**src/rtl/pipe_hazard_unit_pkg.sv**
```systemverilog
// Shared types for the pipeline hazard/forwarding controller:
// forwarding-select encodings, scoreboard entry record and match helper.
package pipe_hazard_unit_pkg;

    localparam logic [1:0] FWD_REGFILE = 2'd0;
    localparam logic [1:0] FWD_EXMEM   = 2'd1;
    localparam logic [1:0] FWD_MEMWB   = 2'd2;

    localparam int SB_RD_W = 5;

    typedef struct packed {
        logic               valid;
        logic [SB_RD_W-1:0] rd;
        logic               reg_write;
        logic               mem_read;
    } sb_entry_t;

    localparam sb_entry_t SB_EMPTY = '0;

    // True when the entry produces the register that a live source reads.
    function automatic logic sb_match(
        input sb_entry_t          e,
        input logic [SB_RD_W-1:0] src,
        input logic               used,
        input logic [SB_RD_W-1:0] zero
    );
        return e.valid & e.reg_write & (e.rd == src) & (src != zero) & used;
    endfunction

endpackage

```
**src/rtl/pipe_hazard_unit_sat_counter.sv**
```systemverilog
// Saturating up-counter with synchronous clear (clear beats increment).
// Ports: clk, reset (async high), inc, clr, count[W-1:0].
module sat_counter #(
    parameter int W = 16
) (
    input  logic         clk,
    input  logic         reset,
    input  logic         inc,
    input  logic         clr,
    output logic [W-1:0] count
);

    always_ff @(posedge clk or posedge reset) begin
        if (reset) begin
            count <= '0;
        end else if (clr) begin
            count <= '0;
        end else if (inc && (count != '1)) begin
            count <= count + W'(1);
        end
    end

endmodule

```
**src/rtl/pipe_hazard_unit.sv**
```systemverilog
// Hazard, forwarding and branch-flush controller for a 5-stage pipeline.
// Ports: ID-stage instruction record and MEM branch-taken in; stall,
// three flushes, registered forwarding selects and perf counters out.
module pipe_hazard_unit
    import pipe_hazard_unit_pkg::*;
#(
    parameter int REG_AW   = 5,
    parameter int ZERO_REG = 31,
    parameter bit FWD_EN   = 1'b1,
    parameter int CNT_W    = 16
) (
    input  logic              clk,
    input  logic              reset,
    input  logic              id_valid,
    input  logic [REG_AW-1:0] id_rn,
    input  logic              id_rn_used,
    input  logic [REG_AW-1:0] id_rm,
    input  logic              id_rm_used,
    input  logic [REG_AW-1:0] id_rd,
    input  logic              id_reg_write,
    input  logic              id_mem_read,
    input  logic              br_taken_mem,
    input  logic              clr_cnt,
    output logic              stall,
    output logic              flush_if_id,
    output logic              flush_id_ex,
    output logic              flush_ex_mem,
    output logic [1:0]        fwd_a,
    output logic [1:0]        fwd_b,
    output logic [CNT_W-1:0]  stall_cnt,
    output logic [CNT_W-1:0]  flush_cnt
);

    sb_entry_t          ex_q, mem_q, id_rec;
    logic [SB_RD_W-1:0] rn, rm, rd, zr;
    logic               ex_rn, ex_rm, mem_rn, mem_rm;
    logic               raw, load;
    logic [1:0]         nxt_a, nxt_b;

    assign rn = SB_RD_W'(id_rn);
    assign rm = SB_RD_W'(id_rm);
    assign rd = SB_RD_W'(id_rd);
    assign zr = SB_RD_W'(ZERO_REG);

    assign id_rec = '{valid: 1'b1, rd: rd,
                      reg_write: id_reg_write,
                      mem_read: id_mem_read};

    assign ex_rn  = sb_match(ex_q,  rn, id_rn_used, zr);
    assign ex_rm  = sb_match(ex_q,  rm, id_rm_used, zr);
    assign mem_rn = sb_match(mem_q, rn, id_rn_used, zr);
    assign mem_rm = sb_match(mem_q, rm, id_rm_used, zr);

    // With forwarding only a load in EX cannot be bypassed in time;
    // without it every in-flight producer must drain first.
    always_comb begin
        if (FWD_EN) begin
            raw = ex_q.mem_read & (ex_rn | ex_rm);
        end else begin
            raw = ex_rn | ex_rm | mem_rn | mem_rm;
        end
    end

    // The branch flush kills the stalled instruction anyway.
    assign stall        = raw & ~br_taken_mem;
    assign flush_if_id  = br_taken_mem;
    assign flush_id_ex  = br_taken_mem;
    assign flush_ex_mem = br_taken_mem;

    assign load = id_valid & ~stall & ~br_taken_mem;

    // The nearer producer (EX) holds the newer value of the register.
    always_comb begin
        nxt_a = FWD_REGFILE;
        nxt_b = FWD_REGFILE;
        if (FWD_EN && load) begin
            if (ex_rn)       nxt_a = FWD_EXMEM;
            else if (mem_rn) nxt_a = FWD_MEMWB;
            if (ex_rm)       nxt_b = FWD_EXMEM;
            else if (mem_rm) nxt_b = FWD_MEMWB;
        end
    end

    always_ff @(posedge clk or posedge reset) begin
        if (reset) begin
            ex_q  <= SB_EMPTY;
            mem_q <= SB_EMPTY;
            fwd_a <= FWD_REGFILE;
            fwd_b <= FWD_REGFILE;
        end else begin
            mem_q <= br_taken_mem ? SB_EMPTY : ex_q;
            ex_q  <= load ? id_rec : SB_EMPTY;
            fwd_a <= nxt_a;
            fwd_b <= nxt_b;
        end
    end

    sat_counter #(.W(CNT_W)) u_stall_cnt (
        .clk   (clk),
        .reset (reset),
        .inc   (stall),
        .clr   (clr_cnt),
        .count (stall_cnt)
    );

    sat_counter #(.W(CNT_W)) u_flush_cnt (
        .clk   (clk),
        .reset (reset),
        .inc   (br_taken_mem),
        .clr   (clr_cnt),
        .count (flush_cnt)
    );

endmodule
```
**config.mk**
```make
export PLATFORM = sky130hd
export DESIGN_NAME = pipe_hazard_unit
export DESIGN_NICKNAME = d
export VERILOG_FILES = /design/src/rtl/pipe_hazard_unit_pkg.sv /design/src/rtl/pipe_hazard_unit_sat_counter.sv /design/src/rtl/pipe_hazard_unit.sv
export SDC_FILE = /design/constraint.sdc
export NUM_CORES = 1
export LEC_CHECK = 0
export ABC_AREA = 1
export BUFFER_PORTS_ARGS = -buffer_cell sky130_fd_sc_hd__buf_4
export CAP_MARGIN = 20
export CORE_AREA = 8 8 78 108
export CTS_CLUSTER_DIAMETER = 200
export DETAILED_ROUTE_END_ITERATION = 7
export DIE_AREA = 0 0 86 116
export GPL_TIMING_DRIVEN = 1
export PLACE_DENSITY = 0.67
export SLEW_MARGIN = 20
export SYNTH_ARGS = -nofsm -noshare
export SYNTH_HDL_FRONTEND = slang
export SYNTH_SLANG_ARGS = --single-unit
```
**constraint.sdc**
```tcl
create_clock -name clk -period 1.9 [get_ports clk]
set_input_delay 0.285 -clock clk [delete_from_list [all_inputs] [get_ports clk]]
set_output_delay 0.285 -clock clk [all_outputs]
set_load 0.02 [all_outputs]
```
* Word-level counts from Yosys, hierarchy flattened
Index checks and enable logic that the tools add are counted.
Word-level totals: register bits after elaboration 51, latch bits 0, bits in writable memories 0, bits in read-only memories 0, input port bits 24, output and inout port bits 40, word-level logic and storage cells 58, memories kept 0
Operators by class: add/sub/neg operators 2, multiply operators 0, divide/modulo/power cells 0, order comparisons 0, eq/ne operators 8, shift-type cells 0, mux-type cells 12, bitwise operators 21, reduce and logical (&&, ||, !) cells 4
Operators with widths (number):
- $mux 16 | 4
- $add 16x1->16 const B | 2
- $ne 16x16->1 const B | 2
- $eq 5x5->1 | 4
- $and 1x1->1 | 18
- $mux 8 | 2
- $mux 2 | 6
- $ne 5x5->1 const B | 2
- $reduce_bool 2->1 | 2
- $logic_and 1x1->1 | 2
- $not 1->1 | 2
- $or 1x1->1 | 1

* Longest topological paths before layout
Gate-level depths: netlist (run 1).
word-level depth 11, mapped depth 13, gate-level depth less buffers 13

* Hierarchy
Synthesis (run 1) repeated with hierarchy kept, for this count alone.
Second synthesis, totals: cells, all modules 456, area, all modules 3209.3 um2
By module, submodules not included:
- sat_counter | times used 2, cells an instance 159, area each 1083.5 um2, seq. area each 400.4 um2
- pipe_hazard_unit | times used 1, cells an instance 138, area each 1042.2 um2, seq. area each 475.5 um2

* Worst setup path after synthesis (run 1)
No wires, ideal clock.
kind reg-to-reg, start point register u_flush_cnt.count[1], end point register u_flush_cnt.count[12], library setup time 0.117 ns, arrival 1.601 ns, required time 1.783 ns, path slack 0.182 ns, cell stages (with the launch flop) 12, buffers on the path 1, period minus slack after synthesis 1.718 ns, path through dfrtp_1 > ha_1 > nand3_1 > nor3_4 > nand3_1 > nand2_1 > buf_6 > nand2_4 > nand3_1 > nand2_1 > nand2_1 > nor2_1
On the way: longest elaborated chain between the ends 3, elaborated cells between the ends (all ways) 6
RTL lines:
- from (decl) | RTL line pipe_hazard_unit_sat_counter.sv:10 | output logic [W-1:0] count
- from (signal assigned) | RTL line pipe_hazard_unit_sat_counter.sv:19 | count <= count + W'(1);
- $add 16x1->16 / $ne 16x16->1 (equally long branches) | RTL line pipe_hazard_unit_sat_counter.sv:19, pipe_hazard_unit_sat_counter.sv:18
- $mux 16 / $logic_and 1x1->1 (equally long branches) | RTL line pipe_hazard_unit_sat_counter.sv:18 | end else if (inc && (count != '1)) begin
- $mux 16 / $reduce_bool 2->1 (equally long branches)
Parallel ways exist; a longest one is shown, timed or not. The select of a mux whose other input is x is not followed. A chain may end at the register's enable or synchronous reset.

* Final worst setup path (run 1)
start point register ex_q[6] (netlist bit), end point output port stall
On the way: longest elaborated chain between the ends 7, elaborated cells between the ends (all ways) 11
RTL lines:
- from (decl) | RTL line pipe_hazard_unit.sv:34 | sb_entry_t ex_q, mem_q, id_rec;
- from (signal assigned) | RTL line pipe_hazard_unit.sv:92 | ex_q <= load ? id_rec : SB_EMPTY;
- $eq 5x5->1 | RTL line pipe_hazard_unit_pkg.sv:27 | return e.valid & e.reg_write & (e.rd == src) & (src != zero) & used;
- $and 1x1->1 (3 in series) | RTL line pipe_hazard_unit_pkg.sv:27
- $or 1x1->1 (*)
- $and 1x1->1 (*) | RTL line pipe_hazard_unit.sv:58 | raw = ex_q.mem_read & (ex_rn | ex_rm);
- $and 1x1->1 (*) | RTL line pipe_hazard_unit.sv:65 | assign stall = raw & ~br_taken_mem;
- to (decl) | RTL line pipe_hazard_unit.sv:24 | output logic stall,
Mark *: on every way between the ends. The rest lies on a longest branch, timed or not.

==> metrics.csv, run 1 <==
stage,metric,value,unit
place,Final GP Congestion,0.876,
timing,number of endpoints with negative hold slack in the final report,10,
synth,async set or reset register ratio after synthesis,1.00,
synth,Synth top area share,0.428,
routing,final routed DRC violation total,0,
die,effective utilization at floorplan,0.438,
place,HPWL reported at the end of detailed placement,5580,µm
run_status,status,"complete, but fails checks",
grt,maximum number of pins on one net before global-route repair,33,
routing,Post-DRT Antenna Nets,0,
routing,Detailed Routing Iterations Pass 1,4,
cells_and_area,"most common cell after layout, fill and taps aside",nand2_1,
cells_and_area,utilization after layout,0.552,
timing,Clock Skew,0.0138,ns
clocking,H-tree depth reported by CTS,2,
clocking,clock tree from TritonCTS,built,
synth,share of synthesized area occupied by flip-flops and latches,0.428,
routing,average via count per standard cell,4.85,
timing,worst hold slack,-0.00699,ns
routing,detailed-route wire length per cell,12.9,µm
synth,most area-hungry cell type in the Yosys netlist,dfrtp_1,
timing,final worst path period share,0.969,
cells_and_area,fillcell total,687,
critical_path,nature of the critical path endpoint,output port,
timing,final setup vio count,0,
synth,largest cells by area after synthesis,"dfrtp_1 (43%), nand2_1 (12%), nor2_1 (8.8%), nand3_1 (6.7%), inv_1 (5.9%)",
die,width of the chip,86,µm
critical_path,critical path class,flip-flop to output port,
critical_path,Critical Path RT,1.62,ns
routing,vias after detailed routing,2741,
synth,unique cell type count in the Yosys netlist,29,
die,core area,0.00680,mm²
critical_path,highest fanout seen on the critical path,3,
die,die outline height,116,µm
critical_path,setup slack of the worst register-to-register path,0.12,ns
grt,number of global-route vias before repair,2716,
routing,violation count after the first detailed-routing iteration,102,
timing,final critical delay including setup and external delays,1.84,ns
power_and_ir_drop,post-route total power,2.12,mW
die,number of placement rows,36,
clocking,clock-pin slew of the registers on the worst-case setup and hold paths,0.09,ns
synth,number of synthesized register bits,51,
grt,residual overflow from global routing,0,
run,maximum capacitance violations,0,
cells_and_area,final antenna diode count,0,
routing,WL final,7300,µm
run_status,violated checks,hold timing,
synth,number of warnings reported in the yosys synthesis log,0,
grt,overall global routing resource usage,0.153,
synth,Synth Net Count,425,
clocking,library cell used as clock root buffer,clkbuf_8,
clocking,maximum buffer depth of the clock tree,2,
die,I/O pin total,64,
grt,wire length of the first global-routing pass,12400,µm
timing,slew at the pin with the worst max-slew slack,0.472,ns
timing,number of pins with negative max-slew slack in the final report,0,
timing,Max Clk Rate,543,MHz
critical_path,Critical R2R Capture,u_flush_cnt.count[8],
synth,Post-Synthesis Cells,399,
timing,least setup slack across all paths after layout,0.0595,ns
power_and_ir_drop,power density normalized to cell area,566,mW/mm²
clocking,Inserted Clock Buffers,5,
critical_path,worst-case reg-to-reg path depth,9,
clocking,clk sinks,51,
place,Place WS,0.0906,ns
critical_path,endpoint arrival time on the critical path,1.56,ns
critical_path,worst flop-to-flop path startpoint,u_flush_cnt.count[1],
cells_and_area,signed area change from the synthesized netlist to the final layout,25.9,%
synth,number of enable-type register cells in the synthesized netlist,0,
power_and_ir_drop,total leakage power,1.90,nW
timing,setup repair after global routing missed its margin,true,
timing,headroom to the max-slew limit,0.685,
power_and_ir_drop,Max VDD drop,0.327,mV
critical_path,kind of start point of the critical path,flip-flop,
cells_and_area,"commonest cells after routing, fill and taps aside","nand2_1 (95), buf_4 (75), nor2_1 (69)",
die,full die area,0.00998,mm²
place,input/output buffers,63,
worst_hold_path,classification of the worst-slack hold path,primary input to asynchronous set/reset pin,
grt,antenna violations before repair,0,
synth,most used flip-flop cell after synthesis,dfrtp_1,
synth,per-instance average area after synthesis,7.47,µm²
clocking,clock latency of the later-clocked register in the worst-skew pair,0.30,ns
cells_and_area,fraction of final layout cells sized beyond drive strength 1,0.221,
synth,Post-Synthesis Cell Area,0.00298,mm²
cells_and_area,# nets final,496,
cells by family (layout without fill, tap and decap cells):
family / after synthesis / count (layout) / synth area share
AND/OR/NAND/NOR: 236 / 236 / 0.350
buffers and inverters: 61 / 132 / 0.0882
flip-flops: 51 / 51 / 0.428
XOR/XNOR: 30 / 30 / 0.0882
AO/OA/AOI/OAI: 19 / 19 / 0.0365
adder cells (fa/ha/maj): 2 / 2 / 0.00840
how the worst max path moves through the flow:
| stage | from | end | slack [ns] | cells past startpoint |
|---|---|---|---|---|
| after floorplan | u_flush_cnt.count[1] | u_flush_cnt.count[12] | 0.18 | 11 |
| after global placement | u_flush_cnt.count[0] | u_flush_cnt.count[7] | 0.19 | 9 |
| after detailed placement | u_flush_cnt.count[1] | u_flush_cnt.count[8] | 0.09 | 9 |
| after CTS | ex_q[3] | stall | 0.009 | 11 |
| after global routing | ex_q[2] | stall | -0.06 | 8 |
| final | ex_q[6] | stall | 0.06 | 10 |
power breakdown:
group	internal (mW)	switching, mW	leakage, nW	total (mW)
Sequential	1.11	0.0228	0.702	1.13
Combinational	0.110	0.156	1.15	0.266
Clock	0.386	0.339	0.0513	0.726
Total	1.60	0.518	1.90	2.12
cell usage after synthesis (2+ instances only):
master,n
ha_1,2
nor3_4,2
nand4_1,3
nand2_4,2
inv_1,47
xnor2_1,15
nand2_2,2
nand2_1,99
xor2_1,15
clkbuf_1,4
buf_6,2
nor2_1,70
nand3_1,40
buf_4,3
dfrtp_1,51
a21oi_1,6
nor3_1,13
o31ai_1,4
buf_2,3
o21ai_0,7
layer usage:
layer  global-route usage  vias to the layer above  share of wire
met1                0.175                     1296           0.43
met4               0.0540                        0          0.017
li1                     -                     1382              -
met2                0.271                       52           0.51
met3               0.0326                       11          0.046
met5                    0                        -              0
per-stage QoR:
step | instances | TNS, ns | area (µm²)
after detailed placement | 553 | 0 | 3580
final | 565 | 0 | 3750
after floorplan | 399 | 0 | 2980
after CTS | 562 | 0 | 3700
after global routing | 565 | -0.0913 | 3750
after global placement | 553 | 0 | 3580
worst max-delay path: stages (launching register included):
cell	delay (ns)
dfrtp_1	0.39
buf_4	0.12
nand2_1	0.04
nand2_1	0.06
nand2_1	0.06
nor2_2	0.14
nand2_2	0.09
nand2_4	0.08
nand2_2	0.05
nor2_1	0.08
buf_4	0.15
sequential cells by signal, indices dropped and copies added (netlist names):
signal	cells
fwd_b	2
u_flush_cnt.count	16
u_stall_cnt.count	16
ex_q	8
mem_q	7
fwd_a	2
cell type report:
class / count / area (µm²) / area share
multi-input combinational: 287 / 1470 / 0.392
sequential: 51 / 1280 / 0.340
timing repair buffer: 77 / 603 / 0.161
inverter: 48 / 180 / 0.0480
tap: 95 / 119 / 0.0317
clock buffer: 6 / 72.6 / 0.0193
clock inverter: 1 / 30.0 / 0.00801
repair_timing:
action	in CTS	in global routing
endpoints found under the setup margin	1	14
endpoints found under the hold margin	0	0
buffers inserted	2	3
pin swaps	2	4
hold buffers	0	0
gates resized for setup	1	10
cloned	0	0
No activity file was read; power rests on OpenSTA's default activity.
==> inputs of run 2 (changes only) <==
--- a/config.mk
+++ b/config.mk
@@ -13,7 +13,7 @@
 export DETAILED_ROUTE_END_ITERATION = 7
 export DIE_AREA = 0 0 86 116
 export GPL_TIMING_DRIVEN = 1
-export PLACE_DENSITY = 0.67
+export PLACE_DENSITY = 0.7
 export SLEW_MARGIN = 20
 export SYNTH_ARGS = -nofsm -noshare
 export SYNTH_HDL_FRONTEND = slang
==> constraint.sdc (replaced) <==
create_clock -name clk -period 1.85 [get_ports clk]
set_input_delay 0.2775 -clock clk [delete_from_list [all_inputs] [get_ports clk]]
set_output_delay 0.2775 -clock clk [all_outputs]
set_load 0.02 [all_outputs]
==> run 2 against run 1 <==
The run now ends clean. Critical path depth is the same. Total power shrank 1.4%. Sequential power is essentially flat. Final cell count grew 1.2%. Register-to-register slack lost 0.02 ns. Combinational power grew 5%. Worst setup slack lost 0.045 ns. Via count grew 2.5%. Clock skew shrank 0.0047 ns. Critical path type unchanged. Largest power group unchanged. Highest routed layer unchanged.
==> metrics.csv, run 2 (synthesis gave the netlist of run 1 again) <==
stage,metric,value,unit,change
critical_path,nature of the critical path endpoint,output port,,
cells_and_area,biggest registers after layout,"u_flush_cnt.count x16, u_stall_cnt.count x16, ex_q x8",,
critical_path,critical path class,flip-flop to output port,,
clocking,clock tree from TritonCTS,built,,
cells_and_area,Reg area,0.00128,mm²,unchanged
timing,setup repair after global routing missed its margin,true,,
timing,post-route setup TNS,0,ns,unchanged
power_and_ir_drop,total leakage power,1.92,nW,+1.1%
power_and_ir_drop,Max VDD drop,0.326,mV,-0.54%
clocking,clk sinks,51,,unchanged
clocking,clock latency of the later-clocked register in the worst-skew pair,0.30,ns,about the same
timing,number of pins with negative max-slew slack in the final report,0,,unchanged
place,Final GP Congestion,0.910,,+4.0%
cells_and_area,finished layout cell area,0.00377,mm²,+0.60%
routing,vias after detailed routing,2809,,+2.5%
clocking,total of hold buffers inserted after clock tree synthesis,0,,unchanged
routing,Detailed Routing Iterations Pass 1,4,,unchanged
power_and_ir_drop,power density normalized to cell area,554,mW/mm²,-2.0%
clocking,clock-pin slew of the registers on the worst-case setup and hold paths,0.09,ns,about the same
critical_path,kind of start point of the critical path,flip-flop,,
place,placed cell count,560,,+1.3%
cells_and_area,area taken by multi-input logic gates,0.00146,mm²,-0.43%
clocking,library cell used as clock root buffer,clkbuf_8,,
grt,antenna violations before repair,0,,unchanged
critical_path,highest cell delay on the worst timing path,0.40,ns,about the same
critical_path,worst path cell trace,inv_1 -> nand2_1 -> nand2_1 -> nand2_1 -> nor2_2 -> nand2_2 -> nand2_2 -> nand2_2 -> nor2_2 -> buf_6,,
clocking,H-tree depth reported by CTS,2,,unchanged
routing,violation count after the first detailed-routing iteration,101,,-0.98%
timing,Clock Skew,0.00904,ns,-0.00474 ns
clocking,Inserted Clock Buffers,5,,unchanged
die,width of the chip,86,µm,unchanged
timing,final setup vio count,0,,unchanged
timing,number of endpoints with negative hold slack in the final report,0,,-10
cells_and_area,# nets final,503,,+1.4%
critical_path,highest fanout seen on the critical path,3,,unchanged
timing,least setup slack across all paths after layout,0.0145,ns,-0.0451 ns
cells_and_area,fraction of final layout cells sized beyond drive strength 1,0.239,,+0.0177
grt,wire length of the first global-routing pass,12600,µm,+1.8%
die,number of placement rows,36,,unchanged
cells_and_area,"commonest cells after routing, fill and taps aside","nand2_1 (96), buf_4 (82), nor2_1 (67)",,
die,core area,0.00680,mm²,unchanged
grt,overall global routing resource usage,0.155,,+0.00274
routing,WL final,7500,µm,+2.7%
timing,final worst path period share,0.992,,
routing,average via count per standard cell,4.91,,+1.2%
die,die outline height,116,µm,unchanged
critical_path,setup slack of the worst register-to-register path,0.10,ns,-0.02 ns
critical_path,endpoint arrival time on the critical path,1.56,ns,about the same
grt,maximum number of pins on one net before global-route repair,31,,-6.1%
grt,residual overflow from global routing,0,,unchanged
cells_and_area,utilization after layout,0.555,,+0.00331
routing,final routed DRC violation total,0,,unchanged
cells_and_area,"number of standard cells in the layout, taps in and fillers out",572,,+1.2%
critical_path,Critical Path RT,1.57,ns,-0.05 ns
routing,detailed-route wire length per cell,13.1,µm,+1.4%
grt,number of global-route vias before repair,2765,,+1.8%
timing,slew at the pin with the worst max-slew slack,0.513,ns,+0.0415 ns
timing,worst hold slack,0.00172,ns,+0.00871 ns
timing,Max Clk Rate,545,MHz,
critical_path,worst-path cell with the longest stage delay,dfrtp_1,,
place,HPWL reported at the end of detailed placement,5730,µm,+2.5%
timing,final critical delay including setup and external delays,1.84,ns,
cells_and_area,final antenna diode count,0,,unchanged
die,effective utilization at floorplan,0.438,,unchanged
run_status,status,finished clean,,
die,full die area,0.00998,mm²,unchanged
routing,Post-DRT Antenna Nets,0,,unchanged
cells_and_area,signed area change from the synthesized netlist to the final layout,26.7,%,
place,input/output buffers,63,,unchanged
die,I/O pin total,64,,unchanged
worst_hold_path,classification of the worst-slack hold path,primary input to asynchronous set/reset pin,,
cells_and_area,"most common cell after layout, fill and taps aside",nand2_1,,
run,maximum capacitance violations,0,,unchanged
clocking,maximum buffer depth of the clock tree,2,,unchanged
timing,headroom to the max-slew limit,0.655,,-0.0298
place,dpl cell area,0.00362,mm²,+1.1%
place,Place WS,0.0800,ns,-0.0106 ns
cells_and_area,fillcell total,672,,-2.2%
power_and_ir_drop,post-route total power,2.09,mW,-1.4%
## run 2: routing by layer
metal	global-route usage	up-vias	share of wire
li1	-	1400	-
met1	0.166	1323	0.41
met2	0.289	79	0.52
met3	0.0376	7	0.060
met4	0.0516	0	0.012
met5	0	-	0
## run 2: where the power goes
group | total (mW) | switching (mW) | internal, mW
logic | 0.279 | 0.161 | 0.117
clock network | 0.654 | 0.359 | 0.295
registers | 1.16 | 0.0226 | 1.14
## run 2: cell type report
cell class              instances  share of cell area
multi-input cells             287               0.388
flip-flops and latches         51               0.338
repair buffers                 84               0.171
inverters                      48              0.0477
well taps                      95              0.0315
clock buffers                   6              0.0219
clock inverters                 1             0.00133
## run 2: final timing paths
| check | from | end | cells after the start |
|---|---|---|---|
| worst max-delay path | ex_q[6] | stall | 10 |
| worst min-delay path | reset | u_stall_cnt.count[9] | 2 |
| worst max register to register | u_flush_cnt.count[0] | u_flush_cnt.count[5] | 9 |
| worst min register to register | ex_q[1] | mem_q[1] | 2 |
| max in group asynchronous | reset | ex_q[0] | 3 |
| min in group clk | id_rd[0] | ex_q[2] | 3 |
## run 2: critical path, delay by kind of cell, from the launching register on
kind / cells / cell delay, ns
and+or+nand+nor: 8 / 0.65
DFF: 1 / 0.40
buffers and inverters: 2 / 0.21
## run 2: repair_timing
action	in CTS	in global routing
endpoints found under the hold margin	0	0
buffers inserted	4	1
pin swaps	6	3
resized for setup	5	8
endpoints found under the setup margin	1	11
==> inputs of run 3 (changes only) <==
==> constraint.sdc (replaced) <==
create_clock -name clk -period 1.85 [get_ports clk]
set_input_delay 0.0925 -clock clk [delete_from_list [all_inputs] [get_ports clk]]
set_output_delay 0.0925 -clock clk [all_outputs]
set_load 0.02 [all_outputs]
==> run 3 against run 2 <==
Final cell count down 0.87%. Worst setup slack better by 0.11 ns. Routed wire length down 2.2%. First-iteration DRC count up 28%. Total power up 1.9%. Non-clock buffer count down 6. Cell area down 0.93%. Critical path type is now flip-flop to flip-flop. Largest cell class unchanged.
==> metrics.csv, run 3 (synthesis gave the netlist of run 1 again) <==
stage,metric,value,unit,change
critical_path,worst path cell trace,ha_1 -> nand3_1 -> nor3_4 -> nand3_1 -> nand2_2 -> buf_4 -> nor2_1 -> xnor2_1 -> nor2_1,,
timing,number of endpoints with negative hold slack in the final report,0,,unchanged
routing,average via count per standard cell,4.81,,-2.1%
grt,residual overflow from global routing,0,,unchanged
die,core area,0.00680,mm²,unchanged
critical_path,critical path class,flip-flop to flip-flop,,
die,die outline height,116,µm,unchanged
cells_and_area,# nets final,497,,-1.2%
grt,overall global routing resource usage,0.148,,-0.00781
critical_path,nature of the critical path endpoint,flip-flop,,
critical_path,Critical R2R Capture,u_flush_cnt.count[4],,
cells_and_area,"number of standard cells in the layout, taps in and fillers out",567,,-0.87%
clocking,# Post-CTS Setup Buffers,0,,-4
timing,Max Clk Rate,579,MHz,+6.2%
timing,Clock Skew,0.00644,ns,-0.00260 ns
cells_and_area,area taken by multi-input logic gates,0.00146,mm²,-0.60%
critical_path,worst-case reg-to-reg path depth,9,,unchanged
critical_path,endpoint arrival time on the critical path,1.90,ns,+0.34 ns
clocking,Inserted Clock Buffers,5,,unchanged
place,input/output buffers,63,,unchanged
timing,final setup vio count,0,,unchanged
timing,worst hold slack,0.0106,ns,+0.00885 ns
worst_hold_path,Worst Hold Depth,3,,
clocking,clk sinks,51,,unchanged
place,HPWL reported at the end of detailed placement,5700,µm,-0.42%
critical_path,highest fanout seen on the critical path,4,,+1
routing,violation count after the first detailed-routing iteration,129,,+28%
power_and_ir_drop,power density normalized to cell area,570,mW/mm²,+2.9%
critical_path,highest cell delay on the worst timing path,0.37,ns,-0.03 ns
grt,wire length of the first global-routing pass,12100,µm,-4.1%
timing,number of pins with negative max-slew slack in the final report,0,,unchanged
cells_and_area,final antenna diode count,0,,unchanged
cells_and_area,fillcell total,654,,-2.7%
cells_and_area,"commonest cells after routing, fill and taps aside","nand2_1 (96), buf_4 (75), nor2_1 (69)",,
routing,Post-DRT Antenna Nets,0,,unchanged
critical_path,Worst Setup SP,u_flush_cnt.count[1],,
die,number of placement rows,36,,unchanged
clocking,clock-pin slew of the registers on the worst-case setup and hold paths,0.09,ns,about the same
timing,final worst path period share,0.934,,-0.0580
clocking,H-tree depth reported by CTS,2,,unchanged
critical_path,Critical Path RT,2.03,ns,+0.46 ns
die,I/O pin total,64,,unchanged
die,width of the chip,86,µm,unchanged
critical_path,Worst Path Buf+Inv,1,,-1
timing,slew at the pin with the worst max-slew slack,0.721,ns,+0.208 ns
critical_path,worst flop-to-flop path startpoint,u_flush_cnt.count[1],,
routing,detailed-route wire length per cell,12.9,µm,-1.3%
clocking,clock latency of the later-clocked register in the worst-skew pair,0.29,ns,about the same
die,full die area,0.00998,mm²,unchanged
run_status,status,finished clean,,
critical_path,critical path's top delay family,simple AND/OR/NAND/NOR gates,,
cells_and_area,signed area change from the synthesized netlist to the final layout,25.5,%,
timing,final critical delay including setup and external delays,1.73,ns,-0.107 ns
die,effective utilization at floorplan,0.438,,unchanged
routing,final routed DRC violation total,0,,unchanged
clocking,maximum buffer depth of the clock tree,2,,unchanged
cells_and_area,fraction of final layout cells sized beyond drive strength 1,0.216,,-0.0229
critical_path,worst-path cell with the longest stage delay,dfrtp_1,,
critical_path,setup slack of the worst register-to-register path,0.12,ns,+0.02 ns
grt,number of global-route vias before repair,2635,,-4.7%
clocking,clock tree from TritonCTS,built,,
worst_hold_path,hold wc startpoint,id_rd[0],,
grt,maximum number of pins on one net before global-route repair,28,,-9.7%
cells_and_area,biggest registers after layout,"u_flush_cnt.count x16, u_stall_cnt.count x16, ex_q x8",,
place,Final GP Congestion,0.911,,+0.11%
clocking,library cell used as clock root buffer,clkbuf_8,,
place,placed cell count,557,,-0.54%
power_and_ir_drop,total leakage power,1.89,nW,-1.4%
timing,headroom to the max-slew limit,0.519,,-0.136
worst_hold_path,classification of the worst-slack hold path,primary input to flip-flop,,
routing,vias after detailed routing,2725,,-3.0%
cells_and_area,Reg area,0.00128,mm²,about the same
grt,antenna violations before repair,0,,unchanged
worst_hold_path,end of the worst hold path,ex_q[2],,
power_and_ir_drop,Max VDD drop,0.389,mV,+19%
run,maximum capacitance violations,0,,unchanged
routing,WL final,7340,µm,-2.2%
routing,Detailed Routing Iterations Pass 1,4,,unchanged
cells_and_area,"most common cell after layout, fill and taps aside",nand2_1,,
critical_path,kind of start point of the critical path,flip-flop,,
==> run 3: how the worst max path moves through the flow <==
stage	end	cells past startpoint
6_report	u_flush_cnt.count[4]	9
5_1_grt	u_flush_cnt.count[4]	9
3_3_place_gp	u_stall_cnt.count[0]	8
2_1_floorplan	u_flush_cnt.count[12]	11
4_1_cts	stall	11
3_5_place_dp	u_flush_cnt.count[8]	9
==> run 3: cell type report <==
class,count,share of cell area
multi-input combinational,287,0.389
clock buffer,7,0.0258
sequential,51,0.342
inverter,48,0.0482
timing repair buffer,78,0.161
tap,95,0.0318
clock inverter,1,0.00201
==> run 3: tightest hold or removal path, cell delays in order <==
cell    delay [ns]
buf_4         0.11
inv_1         0.04
nor2_1        0.03
==> run 3: power by group <==
part	leakage [nW]	switching, mW	internal, mW
clock	0.0505	0.360	0.341
sequential	0.701	0.0237	1.14
combinational	1.14	0.157	0.112
total	1.89	0.541	1.59
==> run 3: timing repair <==
action / 4_1_cts / 5_1_grt
gates resized for setup: 0 / 7
endpoints found under the setup margin: 0 / 25
hold buffers: 2 / 0
endpoints found under the hold margin: 25 / 0
==> run 3: layer usage <==
layer  vias up  routed length (µm)  track usage  part of all wire
met3         9                 423       0.0362             0.058
met2        66                3790        0.270              0.52
met1      1261                3010        0.161              0.41
met5         -                   0            0                 0
li1       1389                   -            -                 -
met4         0                 120       0.0481             0.016
==> run 3: per-stage QoR <==
step	TNS, ns	util	total power, mW	setup WS, ns	area (µm²)
after floorplan	0	-	1.34	0.132	2980
final	0	0.550	2.13	0.122	3740
after global placement	0	0.529	1.45	0.168	3600
after CTS	0	0.547	2.17	0.0755	3720
after global routing	-0.0115	0.550	2.24	-0.0115	3740
after detailed placement	0	0.529	1.45	0.107	3600
